$ cat config.mk
export PLATFORM = sky130hd
export DESIGN_NAME = debug_mem_sequencer_flat
export DESIGN_NICKNAME = d
export VERILOG_FILES = /design/src/rtl/debug_mem_sequencer_if.sv /design/src/rtl/debug_mem_sequencer.sv /design/src/flat_wrapper.sv
export SDC_FILE = /design/constraint.sdc
export NUM_CORES = 1
export LEC_CHECK = 0
export ABC_CLOCK_PERIOD_IN_PS = 5400
export CAP_MARGIN = 20
export CORE_MARGIN = 5
export CORE_UTILIZATION = 30
export CTS_BUF_LIST = sky130_fd_sc_hd__clkbuf_8
export DETAILED_ROUTE_END_ITERATION = 8
export DONT_BUFFER_PORTS = 1
export GPL_TIMING_DRIVEN = 0
export SLEW_MARGIN = 20
export SYNTH_ARGS = -nofsm -noshare
export SYNTH_HDL_FRONTEND = slang
export SYNTH_SLANG_ARGS = --single-unit
$ cat constraint.sdc
create_clock -name CPU_CLK -period 5.4 [get_ports CPU_CLK]
set_input_delay 0.54 -clock CPU_CLK [delete_from_list [all_inputs] [get_ports CPU_CLK]]
set_output_delay 0.54 -clock CPU_CLK [all_outputs]
set_load 0.01 [all_outputs]
$ cat src/rtl/debug_mem_sequencer_if.sv
// debug_mem_sequencer_if: host load/dump streams, status and per-channel BRAM debug-port bundle
interface debug_mem_sequencer_if #(
  parameter int NCH = 2
);
  localparam int CW = NCH > 1 ? $clog2(NCH) : 1;
  logic              Start;
  logic [1:0]        Mode;
  logic              LD_Valid;
  logic              LD_Ready;
  logic [31:0]       LD_Data;
  logic              LD_Last;
  logic              DP_Valid;
  logic              DP_Ready;
  logic [31:0]       DP_Data;
  logic [31:0]       DP_Addr;
  logic [CW-1:0]     DP_Chan;
  logic [NCH*32-1:0] DBG_A2;
  logic [31:0]       DBG_WD2;
  logic [NCH*4-1:0]  DBG_WE2;
  logic [NCH*32-1:0] DBG_RD2;
  logic              CORE_RST;
  logic              Busy;
  logic              Done;
  modport slave (
    input  Start, Mode, LD_Valid, LD_Data, LD_Last, DP_Ready, DBG_RD2,
    output LD_Ready, DP_Valid, DP_Data, DP_Addr, DP_Chan, DBG_A2, DBG_WD2, DBG_WE2,
    output CORE_RST, Busy, Done
  );
  modport master (
    output Start, Mode, LD_Valid, LD_Data, LD_Last, DP_Ready, DBG_RD2,
    input  LD_Ready, DP_Valid, DP_Data, DP_Addr, DP_Chan, DBG_A2, DBG_WD2, DBG_WE2,
    input  CORE_RST, Busy, Done
  );
endinterface

$ cat src/rtl/debug_mem_sequencer.sv
// debug_mem_sequencer: load images into core BRAMs, run the core for a fixed budget, dump BRAMs
module debug_mem_sequencer #(
  parameter int NCH        = 2,
  parameter int WORDS      = 4096,
  parameter int RUN_CYCLES = 200000,
  parameter int RD_LATENCY = 1
) (
  input logic CPU_CLK,
  input logic CPU_RST,
  debug_mem_sequencer_if.slave bus
);
  localparam int CW = NCH > 1 ? $clog2(NCH) : 1;
  localparam int IW = $clog2(WORDS + 1);
  localparam int RW = $clog2(RUN_CYCLES + 1);
  localparam int LW = $clog2(RD_LATENCY + 1);
  localparam logic [CW-1:0] LAST_CH = CW'(NCH - 1);
  localparam logic [IW-1:0] LAST_IDX = IW'(WORDS - 1);
  localparam logic [RW-1:0] RUN_INIT = RW'(RUN_CYCLES - 1);
  localparam logic [LW-1:0] LAT_INIT = LW'(RD_LATENCY - 1);
  typedef enum logic [2:0] {IDLE, LOAD, RUN, DUMP_ADDR, DUMP_WAIT, DUMP_OUT, DONE} state_t;
  state_t               r_state;
  logic [CW-1:0]        r_ch;
  logic [IW-1:0]        r_idx;
  logic [RW-1:0]        r_cnt;
  logic [LW-1:0]        r_lat;
  logic                 r_skip_dump;
  logic [NCH-1:0][31:0] r_a2;
  logic [NCH-1:0][3:0]  r_we;
  logic [31:0]          r_wd;
  logic [31:0]          r_dp_data;
  logic [31:0]          r_dp_addr;
  logic [CW-1:0]        r_dp_chan;
  logic                 r_ld_ready;
  logic                 r_dp_valid;
  logic                 r_core_rst;
  logic                 r_busy;
  logic                 r_done;
  logic [NCH-1:0][31:0] w_rd;
  logic [31:0]          w_addr;
  logic [31:0]          w_next_addr;
  logic                 w_ld_hs;
  logic                 w_ld_end;
  logic                 w_idx_end;
  logic                 w_ch_end;
  assign w_rd        = bus.DBG_RD2;
  assign w_addr      = 32'({r_idx, 2'b00});
  assign w_next_addr = 32'({r_idx + IW'(1), 2'b00});
  assign w_idx_end   = r_idx == LAST_IDX;
  assign w_ch_end    = r_ch == LAST_CH;
  assign w_ld_hs     = r_ld_ready && bus.LD_Valid;
  assign w_ld_end    = bus.LD_Last || w_idx_end;
  // The next dump address is registered on entry to DUMP_ADDR so the BRAM sees it during that cycle
  always_ff @(posedge CPU_CLK) begin
    if (CPU_RST) begin
      r_state     <= IDLE;
      r_ch        <= '0;
      r_idx       <= '0;
      r_cnt       <= '0;
      r_lat       <= '0;
      r_skip_dump <= 1'b0;
      r_a2        <= '0;
      r_we        <= '0;
      r_wd        <= '0;
      r_dp_data   <= '0;
      r_dp_addr   <= '0;
      r_dp_chan   <= '0;
      r_ld_ready  <= 1'b0;
      r_dp_valid  <= 1'b0;
      r_core_rst  <= 1'b1;
      r_busy      <= 1'b0;
      r_done      <= 1'b0;
    end else begin
      r_we <= '0;
      case (r_state)
        IDLE, DONE: if (bus.Start) begin
          r_busy      <= 1'b1;
          r_done      <= 1'b0;
          r_skip_dump <= bus.Mode[1];
          r_ch        <= '0;
          r_idx       <= '0;
          if (bus.Mode[0]) begin
            r_state    <= RUN;
            r_core_rst <= 1'b0;
            r_cnt      <= RUN_INIT;
          end else begin
            r_state    <= LOAD;
            r_ld_ready <= 1'b1;
          end
        end
        LOAD: if (w_ld_hs) begin
          r_we[r_ch] <= 4'hF;
          r_a2[r_ch] <= w_addr;
          r_wd       <= bus.LD_Data;
          r_idx      <= w_ld_end ? '0 : r_idx + 1'b1;
          if (w_ld_end) r_ch <= r_ch + 1'b1;
          if (w_ld_end && w_ch_end) begin
            r_state    <= RUN;
            r_ld_ready <= 1'b0;
            r_core_rst <= 1'b0;
            r_cnt      <= RUN_INIT;
          end
        end
        RUN: if (r_cnt == '0) begin
          r_core_rst <= 1'b1;
          r_ch       <= '0;
          r_idx      <= '0;
          if (r_skip_dump) begin
            r_state <= DONE;
            r_busy  <= 1'b0;
            r_done  <= 1'b1;
          end else begin
            r_state <= DUMP_ADDR;
            r_a2[0] <= '0;
          end
        end else r_cnt <= r_cnt - 1'b1;
        DUMP_ADDR: begin
          r_state <= DUMP_WAIT;
          r_lat   <= LAT_INIT;
        end
        DUMP_WAIT: if (r_lat == '0) begin
          r_state    <= DUMP_OUT;
          r_dp_valid <= 1'b1;
          r_dp_data  <= w_rd[r_ch];
          r_dp_addr  <= w_addr;
          r_dp_chan  <= r_ch;
        end else r_lat <= r_lat - 1'b1;
        DUMP_OUT: if (bus.DP_Ready) begin
          r_dp_valid <= 1'b0;
          r_idx      <= w_idx_end ? '0 : r_idx + 1'b1;
          if (w_idx_end) r_ch <= r_ch + 1'b1;
          if (w_idx_end && w_ch_end) begin
            r_state <= DONE;
            r_busy  <= 1'b0;
            r_done  <= 1'b1;
          end else begin
            r_state <= DUMP_ADDR;
            r_a2[w_idx_end ? r_ch + 1'b1 : r_ch] <= w_idx_end ? '0 : w_next_addr;
          end
        end
        default: r_state <= IDLE;
      endcase
    end
  end
  assign bus.LD_Ready = r_ld_ready;
  assign bus.DP_Valid = r_dp_valid;
  assign bus.DP_Data  = r_dp_data;
  assign bus.DP_Addr  = r_dp_addr;
  assign bus.DP_Chan  = r_dp_chan;
  assign bus.DBG_A2   = r_a2;
  assign bus.DBG_WD2  = r_wd;
  assign bus.DBG_WE2  = r_we;
  assign bus.CORE_RST = r_core_rst;
  assign bus.Busy     = r_busy;
  assign bus.Done     = r_done;
endmodule

$ cat src/flat_wrapper.sv
// flat-port wrapper written by rule: the top's interface ports become plain ports
module debug_mem_sequencer_flat 
#(
  parameter int NCH        = 2,
  parameter int WORDS      = 4096,
  parameter int RUN_CYCLES = 200000,
  parameter int RD_LATENCY = 1
)
  (CPU_CLK, CPU_RST, bus_Start, bus_Mode, bus_LD_Valid, bus_LD_Data, bus_LD_Last, bus_DP_Ready, bus_DBG_RD2, bus_LD_Ready, bus_DP_Valid, bus_DP_Data, bus_DP_Addr, bus_DP_Chan, bus_DBG_A2, bus_DBG_WD2, bus_DBG_WE2, bus_CORE_RST, bus_Busy, bus_Done);
  debug_mem_sequencer_if #(.NCH(NCH)) bus_i ();
  input logic CPU_CLK;
  input logic CPU_RST;
  input wire logic [$bits(bus_i.Start)-1:0] bus_Start;
  input wire logic [$bits(bus_i.Mode)-1:0] bus_Mode;
  input wire logic [$bits(bus_i.LD_Valid)-1:0] bus_LD_Valid;
  input wire logic [$bits(bus_i.LD_Data)-1:0] bus_LD_Data;
  input wire logic [$bits(bus_i.LD_Last)-1:0] bus_LD_Last;
  input wire logic [$bits(bus_i.DP_Ready)-1:0] bus_DP_Ready;
  input wire logic [$bits(bus_i.DBG_RD2)-1:0] bus_DBG_RD2;
  output wire logic [$bits(bus_i.LD_Ready)-1:0] bus_LD_Ready;
  output wire logic [$bits(bus_i.DP_Valid)-1:0] bus_DP_Valid;
  output wire logic [$bits(bus_i.DP_Data)-1:0] bus_DP_Data;
  output wire logic [$bits(bus_i.DP_Addr)-1:0] bus_DP_Addr;
  output wire logic [$bits(bus_i.DP_Chan)-1:0] bus_DP_Chan;
  output wire logic [$bits(bus_i.DBG_A2)-1:0] bus_DBG_A2;
  output wire logic [$bits(bus_i.DBG_WD2)-1:0] bus_DBG_WD2;
  output wire logic [$bits(bus_i.DBG_WE2)-1:0] bus_DBG_WE2;
  output wire logic [$bits(bus_i.CORE_RST)-1:0] bus_CORE_RST;
  output wire logic [$bits(bus_i.Busy)-1:0] bus_Busy;
  output wire logic [$bits(bus_i.Done)-1:0] bus_Done;
  assign bus_i.Start = bus_Start;
  assign bus_i.Mode = bus_Mode;
  assign bus_i.LD_Valid = bus_LD_Valid;
  assign bus_i.LD_Data = bus_LD_Data;
  assign bus_i.LD_Last = bus_LD_Last;
  assign bus_i.DP_Ready = bus_DP_Ready;
  assign bus_i.DBG_RD2 = bus_DBG_RD2;
  assign bus_LD_Ready = bus_i.LD_Ready;
  assign bus_DP_Valid = bus_i.DP_Valid;
  assign bus_DP_Data = bus_i.DP_Data;
  assign bus_DP_Addr = bus_i.DP_Addr;
  assign bus_DP_Chan = bus_i.DP_Chan;
  assign bus_DBG_A2 = bus_i.DBG_A2;
  assign bus_DBG_WD2 = bus_i.DBG_WD2;
  assign bus_DBG_WE2 = bus_i.DBG_WE2;
  assign bus_CORE_RST = bus_i.CORE_RST;
  assign bus_Busy = bus_i.Busy;
  assign bus_Done = bus_i.Done;
  debug_mem_sequencer #(.NCH(NCH), .WORDS(WORDS), .RUN_CYCLES(RUN_CYCLES), .RD_LATENCY(RD_LATENCY)) u_core (.CPU_CLK(CPU_CLK), .CPU_RST(CPU_RST), .bus(bus_i));
endmodule
* Yosys cells after proc, flatten, opt, wreduce, memory -nomap -nowiden
Cells that the tools add are included.
Storage, ports and cells: logic and storage cells 155, output and inout port bits 174, register bits after elaboration 192, input bits 104
Cells by class: muxes and demuxes 73, bitwise gates (word level) 3, $add $sub $neg 4, reductions and logical operators 31, equal/unequal tests 21, order comparisons 4
Operators by type and width (count):
- $mux 32 | 6
- $mux 64 | 3
- $bwmux 64 | 2
- $pmux 32 s3 | 1
- $mux 18 | 5
- $mux 13 | 6
- $demux 32 s1 | 2
- $pmux 32 s2 | 1
- $pmux 18 s3 | 1
- $pmux 13 s4 | 1
- $reduce_and 6->1 | 6
- $mux 1 | 25
- $mux 3 | 8
- $logic_not 18->1 | 1
- $pmux 3 s6 | 1
- $sub 18x1->18 const B | 1
- $ne 2x2->1 const B | 8
- $mux 15 | 1
- $add 13x1->13 const B | 1
- $eq 13x12->1 const B | 1
- $ne 2x1->1 const B | 6
- $reduce_and 5->1 | 2
- $eq 3x3->1 const B | 3
- $pmux 1 s3 | 3
- other kinds (23) | 41

* Depth between registers and ports, before layout
depth after elaboration 10, gate-level depth with buffers 14, gate-level depth less buffers 11

* Least setup slack after synthesis
Ideal clock, no wire load.
path kind register to register, start point register u_core.r_idx[1], end point register u_core.r_a2, in the netlist u_core.bus.DBG_A2[7], data required time 5.330 ns, clock period less this slack 2.813 ns, path buffers 3, setup time 0.070 ns, cell stages (with the launch flop) 14, arrival 2.743 ns, setup slack 2.587 ns, cells stage by stage dfxtp_1 -> ha_1 -> clkbuf_1 -> and4b_1 -> nand4_2 -> inv_2 -> ha_1 -> clkbuf_1 -> nand4bb_1 -> clkbuf_1 -> or3_1 -> a31oi_1 -> nand2_1 -> a21oi_1
Between the ends: word-level cells in the longest chain between the ends 10, elaborated cells on any way between the ends 16, classes of those cells 1 x add/sub; 2 x order compare; 2 x eq/ne; 8 x mux; 3 x reduce/logical
Ends and longest elaborated chain:
- start, declared | RTL line debug_mem_sequencer.sv:23 | logic [IW-1:0] r_idx;
- start signal, assigned | RTL line debug_mem_sequencer.sv:94 | r_idx <= w_ld_end ? '0 : r_idx + 1'b1;
- start signal, assigned | RTL line debug_mem_sequencer.sv:129 | r_idx <= w_idx_end ? '0 : r_idx + 1'b1;
- $eq 13x12->1 | RTL line debug_mem_sequencer.sv:48 | assign w_idx_end = r_idx == LAST_IDX;
- $mux 1
- $lt 1x2->1 (implied by the code) / $ge 1x1->1 (equally long branches) | RTL line debug_mem_sequencer.sv:137 | r_a2[w_idx_end ? r_ch + 1'b1 : r_ch] <= w_idx_end ? '0 : w_next_addr;
- $logic_and 1x1->1 (implied by the code) | RTL line debug_mem_sequencer.sv:137
- $mux 32 | RTL line debug_mem_sequencer.sv:137
- $demux 32 s1
- $bwmux 64 | RTL line debug_mem_sequencer.sv:137
- $mux 64 | RTL line debug_mem_sequencer.sv:131 | if (w_idx_end && w_ch_end) begin
- $mux 64 | RTL line debug_mem_sequencer.sv:127 | DUMP_OUT: if (bus.DP_Ready) begin
- $pmux 32 s3 | RTL line debug_mem_sequencer.sv:74 | case (r_state)
- end signal, assigned by index | RTL line debug_mem_sequencer.sv:92 | r_a2[r_ch] <= w_addr;
- end signal, assigned by index | RTL line debug_mem_sequencer.sv:137
- end, declared | RTL line debug_mem_sequencer.sv:27 | logic [NCH-1:0][31:0] r_a2;
Several ways; a longest one is shown, not always the timed one. The select of a mux whose other input is x is not followed. A chain may end at the register's enable or synchronous reset.

* Final worst setup path
start point register u_core.r_idx[1], end point register u_core.r_a2, in the netlist u_core.bus.DBG_A2[22]
Between the ends: word-level cells in the longest chain between the ends 10, elaborated cells on any way between the ends 14, classes of those cells 2 x order compare; 2 x eq/ne; 7 x mux; 3 x reduce/logical
Ends and longest elaborated chain (RTL line):
- $eq 13x12->1 * | debug_mem_sequencer.sv:48
- $mux 1
- $lt 1x2->1 (implied by the code) / $ge 1x1->1 (equally long branches) | debug_mem_sequencer.sv:137
- $logic_and 1x1->1 (implied by the code) | debug_mem_sequencer.sv:137
- $mux 32 | debug_mem_sequencer.sv:137
- $demux 32 s1
- $bwmux 64 | debug_mem_sequencer.sv:137
- $mux 64 | debug_mem_sequencer.sv:131
- $mux 64 | debug_mem_sequencer.sv:127
- $pmux 32 s3 | debug_mem_sequencer.sv:74
Every way passes the cells marked *; elsewhere a longest branch is shown, timed or not. The select of a mux whose other input is x is not followed.

==> qor.log <==
INFO  clock_network  cts_hold_buffers=0
INFO  logic_synthesis synth_warnings=0
INFO  sta            post-route-period-util=73.5%
INFO  floorplan      die-height=170microns
INFO  run_status     status=completed
INFO  routing        first_pass_iters=5
INFO  critical_path  worst-endpoint-required=5.81ns
INFO  clock_network  postCtsResizedCells=0
INFO  critical_path  worstPathMaxFanout=10
INFO  clock_network  post_cts_buffers=0
INFO  logic_synthesis synth_top_area_share=43.2%
INFO  routing        detail_route.wirelength=25.0mm
INFO  clock_network  tritoncts=yes
INFO  sta            timing.final.crit_period=3.97ns
INFO  floorplan      die_w=170microns
INFO  sta            setup_repair_after_global_routing_missed_its_margin=false
INFO  critical_path  max_stage_delay=0.56ns
INFO  sta            worst_slew_margin_rel=32.6%
INFO  critical_path  slowest_stage=dfxtp_1
INFO  global_route   number_of_global_route_vias_before_repair=6404
INFO  global_route   grt_usage=16.4%
INFO  routing        ant_nets=0
INFO  sta            finalHoldViolations=0
INFO  logic_synthesis most_used_flip_flop_cell_after_synthesis=dfxtp_1
INFO  logic_synthesis synth_fa_ha_area_share=0.651%
INFO  critical_path  worst-endpoint-arrival=4.37ns
INFO  critical_path  cp_cell_sequence=ha_1, clkbuf_1, and4b_1, nand4_2, inv_2, ha_1, clkbuf_1, nand4b_1, clkbuf_1, a21oi_2, clkbuf_1, and2_1
INFO  layout         area_growth_from_synthesis_to_layout=13.0%
INFO  clock_network  cts.reportedPaths.clkPinSlew=0.10ns
INFO  routing        detail_route.drc_violations=0
INFO  logic_synthesis ys_top_cells_by_area=dfxtp_1 (43%), nand2_1 (6.6%), a21oi_1 (5.9%)
INFO  floorplan      initial_core_util=30.5%
INFO  critical_path  critical_path.top_delay_family=buffers and inverters
INFO  logic_synthesis synth-simple-area-share=21.5%
INFO  placed_design  gpl.final_weighted_congestion=0.893
INFO  critical_path  cp_class=flip-flop to flip-flop
INFO  clock_network  clock-root-buffer=clkbuf_8
INFO  placed_design  dp_hpwl=18.8mm
INFO  global_route   globalRouteOverflowTotal=0
INFO  logic_synthesis synthXorXnorAreaFrac=0.456%
INFO  layout         final_layout_size_suffix_gt1_share=10.6%
INFO  placed_design  buffer_ports.inserted=0
INFO  logic_synthesis postSynthCellCount=936
INFO  floorplan      placementRows=58
INFO  sta            max_freq=252MHz
INFO  sta            worst_slew_pin_slew=1.01ns
INFO  clock_network  max-clock-path-buffers=2
INFO  power_and_ir_drop power=3.89mW
INFO  clock_network  cts_buffers=17
INFO  logic_synthesis synth_area_leader_cell=dfxtp_1
INFO  logic_synthesis synthMuxAreaShare=4.70%
INFO  routing        vias_per_cell=5.18
INFO  power_and_ir_drop power.density_cell_area=448nW/um^2
INFO  floorplan      boundaryPins=278
INFO  worst_hold_path worst_hold_path_type=input pin to flip-flop
INFO  placed_design  placement.cell_area=8260squm
INFO  logic_synthesis synth_sequential_area_ratio=43.2%
INFO  layout         n_antenna_cell=0
INFO  logic_synthesis synth-seq-cells=166
INFO  power_and_ir_drop ir_worst_vdd=0.000142V
INFO  critical_path  setup.worst_path.start_class=flip-flop
INFO  sta            timing.clock.skew=0.0182ns
INFO  logic_synthesis most_frequent_cells_after_synthesis=dfxtp_1 (166), nand2_1 (135), a21oi_1 (91)
INFO  clock_network  tritoncts_sinks=166
INFO  layout         nNetsFinal=1100
INFO  logic_synthesis synth.most_common_cell=dfxtp_1
INFO  routing        wl_per_cell=18.8microns
INFO  logic_synthesis mappedNetlistArea=7690squm
INFO  global_route   grt_max_degree=17
INFO  clock_network  ctsHtreeMaxLevel=4
INFO  clock_network  clock_latency=0.46ns
INFO  logic_synthesis synth_area_per_cell=8.22squm
INFO  run            cap_viol_max_count=0
INFO  sta            tns=0ns
INFO  sta            maxSlewViolCount=0
INFO  logic_synthesis synth_async_sr_flop_share=0%
INFO  logic_synthesis yosysUniqueCellTypes=69
INFO  critical_path  cpMostUsedCell=clkbuf_1
INFO  logic_synthesis synth_compound_area_share=20.8%
INFO  floorplan      floorplan.core_area=25200squm
INFO  logic_synthesis main_combinational_cell_family_by_area_after_synthesis=simple AND/OR/NAND/NOR gates
INFO  routing        detailedRoute.firstIterationViolations=654
INFO  logic_synthesis synth-edff-count=0
INFO  global_route   antenna_found_initial=0
INFO  global_route   grt_pass1_wl=37.4mm
INFO  sta            finalSetupViolations=0
INFO  floorplan      design.die.area=28900squm
INFO  layout         postLayoutCellArea=8690squm
INFO  routing        route.vias.total=6914
INFO  critical_path  timing.critical_path.to_type=flip-flop
INFO  critical_path  critical_path.n_buffers_inverters=5
INFO  power_and_ir_drop p_leak=3.04nW
-- per-stage QoR --
stage	hold WS (ns)	std cells	setup WS (ns)	util, %
CTS	0.167	1335	1.46	34.5
detailed placement	0.476	1303	1.50	32.8
finish	0.197	1335	1.43	34.5
floorplan	0.449	973	2.59	-
global route	0.161	1335	1.03	34.5
global placement	0.472	1303	1.56	32.7
-- state kept, by name (all words and copies together) (netlist names), 2 cells and up --
register	count
u_core.bus.DBG_WE2	2
u_core.r_cnt	18
u_core.bus.DBG_WD2	32
u_core.bus.DBG_A2	45
u_core.r_idx	13
u_core.bus.DP_Data	32
u_core.bus.DP_Addr	13
u_core.r_state	3
-- per-layer routing --
metal | GRT usage [%] | up-vias | wire length (microns)
li1 | - | 3332 | -
met1 | 21.5 | 3256 | 10400
met2 | 25.9 | 296 | 11900
met3 | 5.41 | 30 | 2420
met4 | 4.24 | 0 | 368
met5 | 0 | - | 0
-- power breakdown --
part           internal (mW)  switching (mW)
clock network          0.482           0.521
registers               1.37           0.179
logic                  0.487           0.854
-- area by class of cell --
type / instances / area [sq um]
Tap cell: 330 / 413
Clock inverter: 14 / 185
Inverter: 9 / 33.8
Sequential cell: 166 / 3320
Fill cell: 2659 / 16500
Multi-Input combinational cell: 682 / 3860
Buffer: 116 / 628
Clock buffer: 18 / 248
-- worst register-to-register path, stage by stage (launching register included) --
cell	delay (ns)
dfxtp_1	0.56
ha_1	0.22
clkbuf_1	0.36
and4b_1	0.31
nand4_2	0.24
inv_2	0.28
ha_1	0.17
clkbuf_1	0.33
nand4b_1	0.18
clkbuf_1	0.32
a21oi_2	0.47
clkbuf_1	0.31
and2_1	0.17
-- cell families after synthesis --
group,Yosys count
other,1
multiplexers,36
adder cells (fa/ha/maj),4
XOR/XNOR,4
flip-flops,166
AND/OR/NAND/NOR,348
buffers and inverters,125
AO/OA/AOI/OAI,252
-- path summary, 6_finish.rpt --
check / start / end / slack (ns) / depth (start not counted)
max: u_core.r_idx[1] / u_core.bus.DBG_A2[22] / 1.43 / 12
min: bus_LD_Data[17] / u_core.bus.DBG_WD2[17] / 0.20 / 2
max reg2reg: u_core.r_idx[1] / u_core.bus.DBG_A2[22] / 1.43 / 12
min reg2reg: u_core.r_cnt[0] / u_core.r_cnt[0] / 0.49 / 2
-- placed cells by master, fill, tap and decap left out, types with 6 or more instances in the layout --
master    netlist  routed
dfxtp_1       166     166
nand2_1       135     135
a21oi_1        91      91
nor2_1         85      85
clkbuf_1       54      54
o21ai_0        49      49
buf_4          46      46
conb_1          1      38
a211oi_1       37      37
mux2i_1        35      35
nor3_1         31      30
and2_1         28      28
clkbuf_8        0      18
a311oi_1       11      11
a221oi_1       10      10
nand3_1         9       9
a31oi_1         9       9
o31ai_1         9       9
buf_2           8       8
and3_1          8       8
inv_1           8       8
nor2b_1         8       8
nand2b_1        8       8
or3_1           6       6
Power figures use the tool's default switching activity.
